===== config.mk =====
export PLATFORM = sky130hd
export DESIGN_NAME = ps2_note_encoder_flat
export DESIGN_NICKNAME = d
export VERILOG_FILES = /design/src/rtl/ps2_note_encoder_if.sv /design/src/rtl/ps2_note_encoder.sv /design/src/flat_wrapper.sv
export SDC_FILE = /design/constraint.sdc
export NUM_CORES = 1
export LEC_CHECK = 0
export CAP_MARGIN = 20
export CELL_PAD_IN_SITES_DETAIL_PLACEMENT = 1
export CELL_PAD_IN_SITES_GLOBAL_PLACEMENT = 2
export CORE_MARGIN = 2
export CORE_UTILIZATION = 42
export CTS_CLUSTER_SIZE = 8
export DETAILED_ROUTE_END_ITERATION = 6
export DONT_BUFFER_PORTS = 1
export PLACE_DENSITY_LB_ADDON = 0.1
export SLEW_MARGIN = 15
export SYNTH_ARGS = -nofsm -noshare
export SYNTH_HDL_FRONTEND = slang
export SYNTH_SLANG_ARGS = --single-unit

===== constraint.sdc =====
create_clock -name clk -period 3.6 [get_ports clk]
set_input_delay 0.36 -clock clk [delete_from_list [all_inputs] [get_ports clk]]
set_output_delay 0.36 -clock clk [all_outputs]
set_load 0.005 [all_outputs]

===== src/rtl/ps2_note_encoder_if.sv =====
// PS/2 keyboard lines in, note events out.
// The master modport is the encoder side; the slave modport is the keyboard/controller side.
interface ps2_note_encoder_if;
  logic       ps2_clk;
  logic       ps2_dat;
  logic       note_in;
  logic [3:0] note;
  logic [2:0] octave;
  logic       key_held;
  logic       frame_err;

  modport master (
    input  ps2_clk,
    input  ps2_dat,
    output note_in,
    output note,
    output octave,
    output key_held,
    output frame_err
  );

  modport slave (
    output ps2_clk,
    output ps2_dat,
    input  note_in,
    input  note,
    input  octave,
    input  key_held,
    input  frame_err
  );
endinterface


===== src/rtl/ps2_note_encoder.sv =====
// PS/2 set-2 keyboard front-end.
// Receives 11-bit frames, decodes make/break codes and turns piano-layout keys into
// one-cycle note_in strobes. Z/X step the octave, which is captured with the next note.
module ps2_note_encoder #(
  parameter int TIMEOUT_CYCLES = 50000,
  parameter int OCT_DEFAULT    = 4,
  parameter int OCT_MAX        = 6
) (
  input  logic                clk,
  input  logic                reset,
  ps2_note_encoder_if.master  bus
);

  localparam int             TW      = $clog2(TIMEOUT_CYCLES + 1);
  localparam logic [TW-1:0]  TO_LAST = TW'(TIMEOUT_CYCLES - 1);
  localparam logic [TW-1:0]  TO_ZERO = {TW{1'b0}};
  localparam logic [TW-1:0]  TO_ONE  = TW'(1);

  typedef enum logic [1:0] {
    S_IDLE      = 2'd0,
    S_BREAK     = 2'd1,
    S_EXT       = 2'd2,
    S_EXT_BREAK = 2'd3
  } dec_state_t;

  // Odd parity holds when data bits plus parity bit have an odd number of ones.
  function automatic logic odd_parity_ok(input logic [8:0] v);
    return ^v;
  endfunction

  // Piano-layout scancode lookup: {hit, note index}.
  function automatic logic [4:0] key_to_note(input logic [7:0] code);
    case (code)
      8'h1C:   return {1'b1, 4'd0};
      8'h1D:   return {1'b1, 4'd1};
      8'h1B:   return {1'b1, 4'd2};
      8'h24:   return {1'b1, 4'd3};
      8'h23:   return {1'b1, 4'd4};
      8'h2B:   return {1'b1, 4'd5};
      8'h2C:   return {1'b1, 4'd6};
      8'h34:   return {1'b1, 4'd7};
      8'h35:   return {1'b1, 4'd8};
      8'h33:   return {1'b1, 4'd9};
      8'h3C:   return {1'b1, 4'd10};
      8'h3B:   return {1'b1, 4'd11};
      default: return {1'b0, 4'd0};
    endcase
  endfunction

  // Synchroniser and edge history
  logic r_clk_s1, r_clk_s2, r_clk_s3;
  logic r_dat_s1, r_dat_s2;
  logic w_fall;
  logic w_dat;

  // Receiver
  logic          r_busy;
  logic [3:0]    r_bit_cnt;
  logic [8:0]    r_shift;
  logic [TW-1:0] r_to_cnt;
  logic [7:0]    r_byte;
  logic          r_byte_valid;
  logic          r_frame_err;

  // Decoder
  dec_state_t r_state, w_state;
  logic [3:0] r_note, w_note;
  logic       r_note_in, w_note_in;
  logic       r_key_held, w_key_held;
  logic [7:0] r_held_code, w_held_code;
  logic [2:0] r_oct_cur, w_oct_cur;
  logic [2:0] r_octave, w_octave;
  logic [4:0] w_key;

  // Two-flop synchronisers on both PS/2 lines plus one extra clock stage for edge detection.
  always_ff @(posedge clk) begin
    if (!reset) begin
      r_clk_s1 <= 1'b1;
      r_clk_s2 <= 1'b1;
      r_clk_s3 <= 1'b1;
      r_dat_s1 <= 1'b1;
      r_dat_s2 <= 1'b1;
    end else begin
      r_clk_s1 <= bus.ps2_clk;
      r_clk_s2 <= r_clk_s1;
      r_clk_s3 <= r_clk_s2;
      r_dat_s1 <= bus.ps2_dat;
      r_dat_s2 <= r_dat_s1;
    end
  end

  assign w_fall = r_clk_s3 & ~r_clk_s2;
  assign w_dat  = r_dat_s2;

  // Frame receiver: shifts data/parity on falling edges, checks framing, watches for stalls.
  always_ff @(posedge clk) begin
    if (!reset) begin
      r_busy       <= 1'b0;
      r_bit_cnt    <= 4'd0;
      r_shift      <= 9'd0;
      r_to_cnt     <= TO_ZERO;
      r_byte       <= 8'd0;
      r_byte_valid <= 1'b0;
      r_frame_err  <= 1'b0;
    end else begin
      r_byte_valid <= 1'b0;
      r_frame_err  <= 1'b0;
      if (w_fall) begin
        r_to_cnt <= TO_ZERO;
        if (!r_busy) begin
          // Any edge seen while idle must be a start bit.
          if (w_dat == 1'b0) begin
            r_busy    <= 1'b1;
            r_bit_cnt <= 4'd1;
          end else begin
            r_frame_err <= 1'b1;
          end
        end else if (r_bit_cnt == 4'd10) begin
          r_busy    <= 1'b0;
          r_bit_cnt <= 4'd0;
          if (w_dat && odd_parity_ok(r_shift)) begin
            r_byte       <= r_shift[7:0];
            r_byte_valid <= 1'b1;
          end else begin
            r_frame_err <= 1'b1;
          end
        end else begin
          // Bits 1..9: eight data bits LSB first, then parity, all land in r_shift.
          r_shift   <= {w_dat, r_shift[8:1]};
          r_bit_cnt <= r_bit_cnt + 4'd1;
        end
      end else if (r_busy) begin
        if (r_to_cnt == TO_LAST) begin
          r_busy      <= 1'b0;
          r_bit_cnt   <= 4'd0;
          r_to_cnt    <= TO_ZERO;
          r_frame_err <= 1'b1;
        end else begin
          r_to_cnt <= r_to_cnt + TO_ONE;
        end
      end else begin
        r_to_cnt <= TO_ZERO;
      end
    end
  end

  // Decoder state and registered note outputs.
  always_ff @(posedge clk) begin
    if (!reset) begin
      r_state     <= S_IDLE;
      r_note      <= 4'd0;
      r_note_in   <= 1'b0;
      r_key_held  <= 1'b0;
      r_held_code <= 8'd0;
      r_oct_cur   <= 3'(OCT_DEFAULT);
      r_octave    <= 3'(OCT_DEFAULT);
    end else begin
      r_state     <= w_state;
      r_note      <= w_note;
      r_note_in   <= w_note_in;
      r_key_held  <= w_key_held;
      r_held_code <= w_held_code;
      r_oct_cur   <= w_oct_cur;
      r_octave    <= w_octave;
    end
  end

  assign w_key = key_to_note(r_byte);

  // Make/break/extended decode; note and octave outputs change only together with note_in.
  always_comb begin
    w_state     = r_state;
    w_note      = r_note;
    w_note_in   = 1'b0;
    w_key_held  = r_key_held;
    w_held_code = r_held_code;
    w_oct_cur   = r_oct_cur;
    w_octave    = r_octave;
    if (r_byte_valid) begin
      case (r_state)
        S_IDLE: begin
          if (r_byte == 8'hF0) begin
            w_state = S_BREAK;
          end else if (r_byte == 8'hE0) begin
            w_state = S_EXT;
          end else begin
            w_state = S_IDLE;
            if (w_key[4]) begin
              // Typematic repeats of the held key are swallowed.
              if (r_key_held && (r_byte == r_held_code)) begin
                w_note_in = 1'b0;
              end else begin
                w_note      = w_key[3:0];
                w_note_in   = 1'b1;
                w_key_held  = 1'b1;
                w_held_code = r_byte;
                w_octave    = r_oct_cur;
              end
            end else if (r_byte == 8'h1A) begin
              if (r_oct_cur != 3'd0) begin
                w_oct_cur = r_oct_cur - 3'd1;
              end else begin
                w_oct_cur = r_oct_cur;
              end
            end else if (r_byte == 8'h22) begin
              if (r_oct_cur < 3'(OCT_MAX)) begin
                w_oct_cur = r_oct_cur + 3'd1;
              end else begin
                w_oct_cur = r_oct_cur;
              end
            end else begin
              w_oct_cur = r_oct_cur;
            end
          end
        end
        S_BREAK: begin
          w_state = S_IDLE;
          if (r_key_held && (r_byte == r_held_code)) begin
            w_key_held = 1'b0;
          end else begin
            w_key_held = r_key_held;
          end
        end
        S_EXT: begin
          if (r_byte == 8'hF0) begin
            w_state = S_EXT_BREAK;
          end else begin
            w_state = S_IDLE;
          end
        end
        S_EXT_BREAK: begin
          w_state = S_IDLE;
        end
        default: begin
          w_state = S_IDLE;
        end
      endcase
    end else begin
      w_state = r_state;
    end
  end

  assign bus.note_in   = r_note_in;
  assign bus.note      = r_note;
  assign bus.octave    = r_octave;
  assign bus.key_held  = r_key_held;
  assign bus.frame_err = r_frame_err;

endmodule


===== src/flat_wrapper.sv =====
// flat-port wrapper written by rule: the top's interface ports become plain ports
module ps2_note_encoder_flat 
#(
  parameter int TIMEOUT_CYCLES = 50000,
  parameter int OCT_DEFAULT    = 4,
  parameter int OCT_MAX        = 6
)
  (clk, reset, bus_ps2_clk, bus_ps2_dat, bus_note_in, bus_note, bus_octave, bus_key_held, bus_frame_err);
  ps2_note_encoder_if bus_i ();
  input  logic clk;
  input  logic reset;
  input wire logic [$bits(bus_i.ps2_clk)-1:0] bus_ps2_clk;
  input wire logic [$bits(bus_i.ps2_dat)-1:0] bus_ps2_dat;
  output wire logic [$bits(bus_i.note_in)-1:0] bus_note_in;
  output wire logic [$bits(bus_i.note)-1:0] bus_note;
  output wire logic [$bits(bus_i.octave)-1:0] bus_octave;
  output wire logic [$bits(bus_i.key_held)-1:0] bus_key_held;
  output wire logic [$bits(bus_i.frame_err)-1:0] bus_frame_err;
  assign bus_i.ps2_clk = bus_ps2_clk;
  assign bus_i.ps2_dat = bus_ps2_dat;
  assign bus_note_in = bus_i.note_in;
  assign bus_note = bus_i.note;
  assign bus_octave = bus_i.octave;
  assign bus_key_held = bus_i.key_held;
  assign bus_frame_err = bus_i.frame_err;
  ps2_note_encoder #(.TIMEOUT_CYCLES(TIMEOUT_CYCLES), .OCT_DEFAULT(OCT_DEFAULT), .OCT_MAX(OCT_MAX)) u_core (.clk(clk), .reset(reset), .bus(bus_i));
endmodule

==> results.md <==
- Area growth syn-to-layout: 6.66%
- CTS max path bufs: 2
- Dpl hpwl: 5030 um
- Mapped Nets: 376
- Setup crit start: u_core.r_byte[4]$_SDFFE_PN0P_
- Core area: 7290 sq um
- Die height: 91.2 um
- Post-synth ARST share: 0%
- Cells after Synth: 368
- RSZ-0062 raised after global routing: no
- Switch Pwr: 0.000330 W
- Via count: 2428
- Power Internal: 0.00107 W
- Inserted Clock Buffers: 9
- Die width: 91.2 um
- CP startpoint kind: register
- Worst R2R Path Depth: 7
- Pre-CTS WS: 1.36 ns
- Pwr Total: 0.00140 W
- First-pass GRT wire length: 11800 um
- Fraction of layout instances using a drive strength above 1: 6.89%
- Die footprint: 8320 sq um
- Nets: 366
- Final WS setup: 1.32 ns
- Max-slew violations: 0
- Top delay family on crit path: simple AND/OR/NAND/NOR gates
- Vias in the first global route: 2426
- Worst-path cell chain: and3b_1 > and4bb_2 > inv_1 > fa_1 > xor2_1 > or3_1 > nand3_1
- Final period util: 63.3%
- Clock Power Share: 45.8%
- Simple-Gate Fraction of Synth Area: 25.4%
- Main flop type after synthesis: dfxtp_1
- Crit path required time: 3.89 ns
- Worst Path Buf+Inv: 1
- TritonCTS clock tree: yes
- Final ANT Viol Nets: 0
- Max VDD drop: 0.000233 V
- Mapped Area: 3190 sq um
- Tmin final: 2.28 ns
- Setup TNS Final: 0 ns
- Cts hold-fix bufs: 0
- Post-CTS Resized: 0
- Placed cells: 446
- Fmax achieved: 439 MHz
- Clock Skew: 0.00660 ns
- Syn Area/Cell: 8.68 sq um
- 1st-iter DRT viols: 65
- Initial antenna violation count: 0
- WHS Path Cells: 1
- Sw Share: 23.5%
- Site row count: 31
- Clock Latency Late Sink: 0.35 ns
- Multiplexer share of the synthesized area: 5.64%
- Post-Synth Adder-Cell Area: 1.80%
- Multi-input logic area: 1700 sq um
- R2R Setup Slk: 1.32 ns
- Sink Count: 67
- CTS H-tree depth: 3
- XOR/XNOR Fraction of Synth Area: 9.48%
- Largest net degree at the start of global routing: 49
- Fin area: 3410 sq um
- Crit end category: register
- Largest family of logic cells by synthesized area: simple AND/OR/NAND/NOR gates
- Yosys reg bits: 67
- Critical Path Max Stage Delay: 0.68 ns
- Fin. Hold Viols: 0
- Reg2reg end: u_core.r_oct_cur[2]$_SDFFE_PN1P_
- First-pass detailed-route iteration total: 4
- Placement Cell Area: 3210 sq um
- Syn. warnings: 0
- Reg-to-reg startpoint: u_core.r_byte[4]$_SDFFE_PN0P_
- Worst-margin pin slew: 0.810 ns
- Starting Density: 43.8%
- Max-cap violation count: 0
- Ant. Diodes: 0
- Compound-Gate Fraction of Synth Area: 10.9%
- EDFF count, synth: 0
- I/O Buffers: 0
- WP data arrival: 2.57 ns
- Sequential power share: 53.3%
- Leak Pwr: 1.14 nW
- Power share of the combinational group: 0.9%
- Hold Crit Class: input port to register
- Vias per cell: 5.26
- Final std cells w/o fill: 462
- Crit path kind: register to register
- Gpl congestion: 0.742
- Cell Pwr Density: 412 nW/um^2
- Min-Delay Endpoint: u_core.r_clk_s2$_SDFF_PN1_
- Relative slew slack: 45.8%
- CTS clk-pin slew, worst paths: 0.08 ns
- Status: finished clean
- Avg WL per Cell: 15.6 um
- Register area: 1340 sq um
- Post-route DRC: 0
- Final global-route overflow total: 0
- Seq/Total Area, Yosys: 42.0%
- # IOs: 14
- Post-Route WL: 7200 um
- Final Setup Violations: 0
- CP max stage cell: dfxtp_1
- Fillers: 898
- GRT Total Usage: 18.0%
- Root Buffer: clkbuf_8
- Post-CTS setup buffers: 0
- HP Start: reset
- CP max FO: 17
- Count of different cell masters after synthesis: 57
[state kept, by name (all words and copies together) (netlist names)]
name	cells
u_core.bus.frame_err	1
u_core.bus.key_held	1
u_core.bus.note	4
u_core.bus.note_in	1
u_core.bus.octave	3
u_core.r_bit_cnt	4
u_core.r_busy	1
u_core.r_byte	8
u_core.r_byte_valid	1
u_core.r_clk_s1	1
u_core.r_clk_s2	1
u_core.r_clk_s3	1
u_core.r_dat_s1	1
u_core.r_dat_s2	1
u_core.r_held_code	8
u_core.r_oct_cur	3
u_core.r_shift	9
u_core.r_state	2
u_core.r_to_cnt	16
[layer usage]
metal / GRT usage [%] / wire (um) / up-vias / part of all wire (%)
met4: 7.95 / 131 / 0 / 1.8
li1: - / - / 1235 / -
met2: 31.2 / 3530 / 22 / 49
met5: 0 / 0 / - / 0
met1: 21.7 / 3400 / 1160 / 47
met3: 3.49 / 139 / 11 / 1.9
[metrics by stage]
stage	utilization (%)	hold WS, ns
3_3_place_gp	44.0	0.395
2_1_floorplan	-	0.386
6_report	46.7	0.0791
5_1_grt	46.7	0.0737
3_5_place_dp	44.0	0.404
4_1_cts	46.7	0.0697
[layout make-up]
class	instances	share of cell area [%]
clock inverter	7	2.24
clock buffer	9	3.64
tap	99	3.64
sequential	67	39.4
multi-input combinational	269	49.9
inverter	11	1.21
[placed cells by master, fill, tap and decap left out, drive strengths merged, types with 3 or more instances in the layout]
| cell | netlist | routed |
|---|---|---|
| clkinv | 1 | 3 |
| nand4 | 6 | 6 |
| nand2b | 10 | 10 |
| or2 | 4 | 4 |
| xnor2 | 18 | 18 |
| nor2 | 31 | 31 |
| ha | 3 | 3 |
| o31ai | 3 | 3 |
| nor4b | 3 | 3 |
| a21oi | 20 | 20 |
| inv | 10 | 12 |
| nor2b | 4 | 4 |
| nand3 | 14 | 14 |
| mux2i | 18 | 18 |
| clkbuf | 11 | 9 |
| nor4 | 5 | 5 |
| nor3 | 3 | 3 |
| and3 | 3 | 3 |
| or3 | 4 | 4 |
| nand3b | 3 | 3 |
| and4 | 3 | 3 |
| dfxtp | 67 | 67 |
| nand2 | 62 | 62 |
| xor2 | 14 | 14 |
| o21ai | 9 | 9 |
[cell usage after synthesis, types with 5 or more instances]
cell / number / area share, %
nand4_1: 6 / 1.2
nand3_1: 14 / 2.2
a21oi_1: 20 / 3.1
mux2i_1: 18 / 5.6
nor2_1: 31 / 3.6
xor2_1: 14 / 3.8
inv_1: 10 / 1.2
nand2b_1: 10 / 2.0
nand2_1: 62 / 7.3
xnor2_1: 18 / 4.9
nor4_1: 5 / 0.98
dfxtp_1: 67 / 42
clkbuf_1: 11 / 1.3
o21ai_0: 9 / 1.4
buf_2: 5 / 0.78
[worst register-to-register path, cell delays in order (launching register included)]
cell and delay (ns):
dfxtp_1 0.68, and3b_1 0.30, and4bb_2 0.26, inv_1 0.06, fa_1 0.37, xor2_1 0.17
or3_1 0.30, nand3_1 0.08
[logic make-up (layout without fill, tap and decap cells)]
| group | after synthesis | after routing |
|---|---|---|
| buffers and inverters | 32 | 27 |
| multiplexers | 18 | 18 |
| adder cells (fa/ha/maj) | 4 | 4 |
| AND/OR/NAND/NOR | 163 | 163 |
| flip-flops | 67 | 67 |
| XOR/XNOR | 33 | 33 |
| AO/OA/AOI/OAI | 51 | 51 |
[power groups by stage]
stage	clock, W	sequential, W	combinational, W
floorplan	0	0.000764	0.0000162
global placement	0	0.000765	0.0000128
detailed placement	0	0.000765	0.0000132
CTS	0.000661	0.000747	0.0000133
global route	0.000690	0.000748	0.0000143
finish	0.000642	0.000747	0.0000128
[how the worst max path moves through the flow]
stage	slack, ns	end	cells after the start
after floorplan	1.71	u_core.r_oct_cur[2]$_SDFFE_PN1P_	8
after global placement	1.40	u_core.r_oct_cur[2]$_SDFFE_PN1P_	7
final	1.32	u_core.r_oct_cur[2]$_SDFFE_PN1P_	7
after detailed placement	1.36	u_core.r_oct_cur[2]$_SDFFE_PN1P_	7
after global routing	1.20	u_core.bus.note[1]$_SDFFE_PN0P_	5
after CTS	1.33	u_core.r_oct_cur[2]$_SDFFE_PN1P_	7
(Power assumes the default switching activity.)
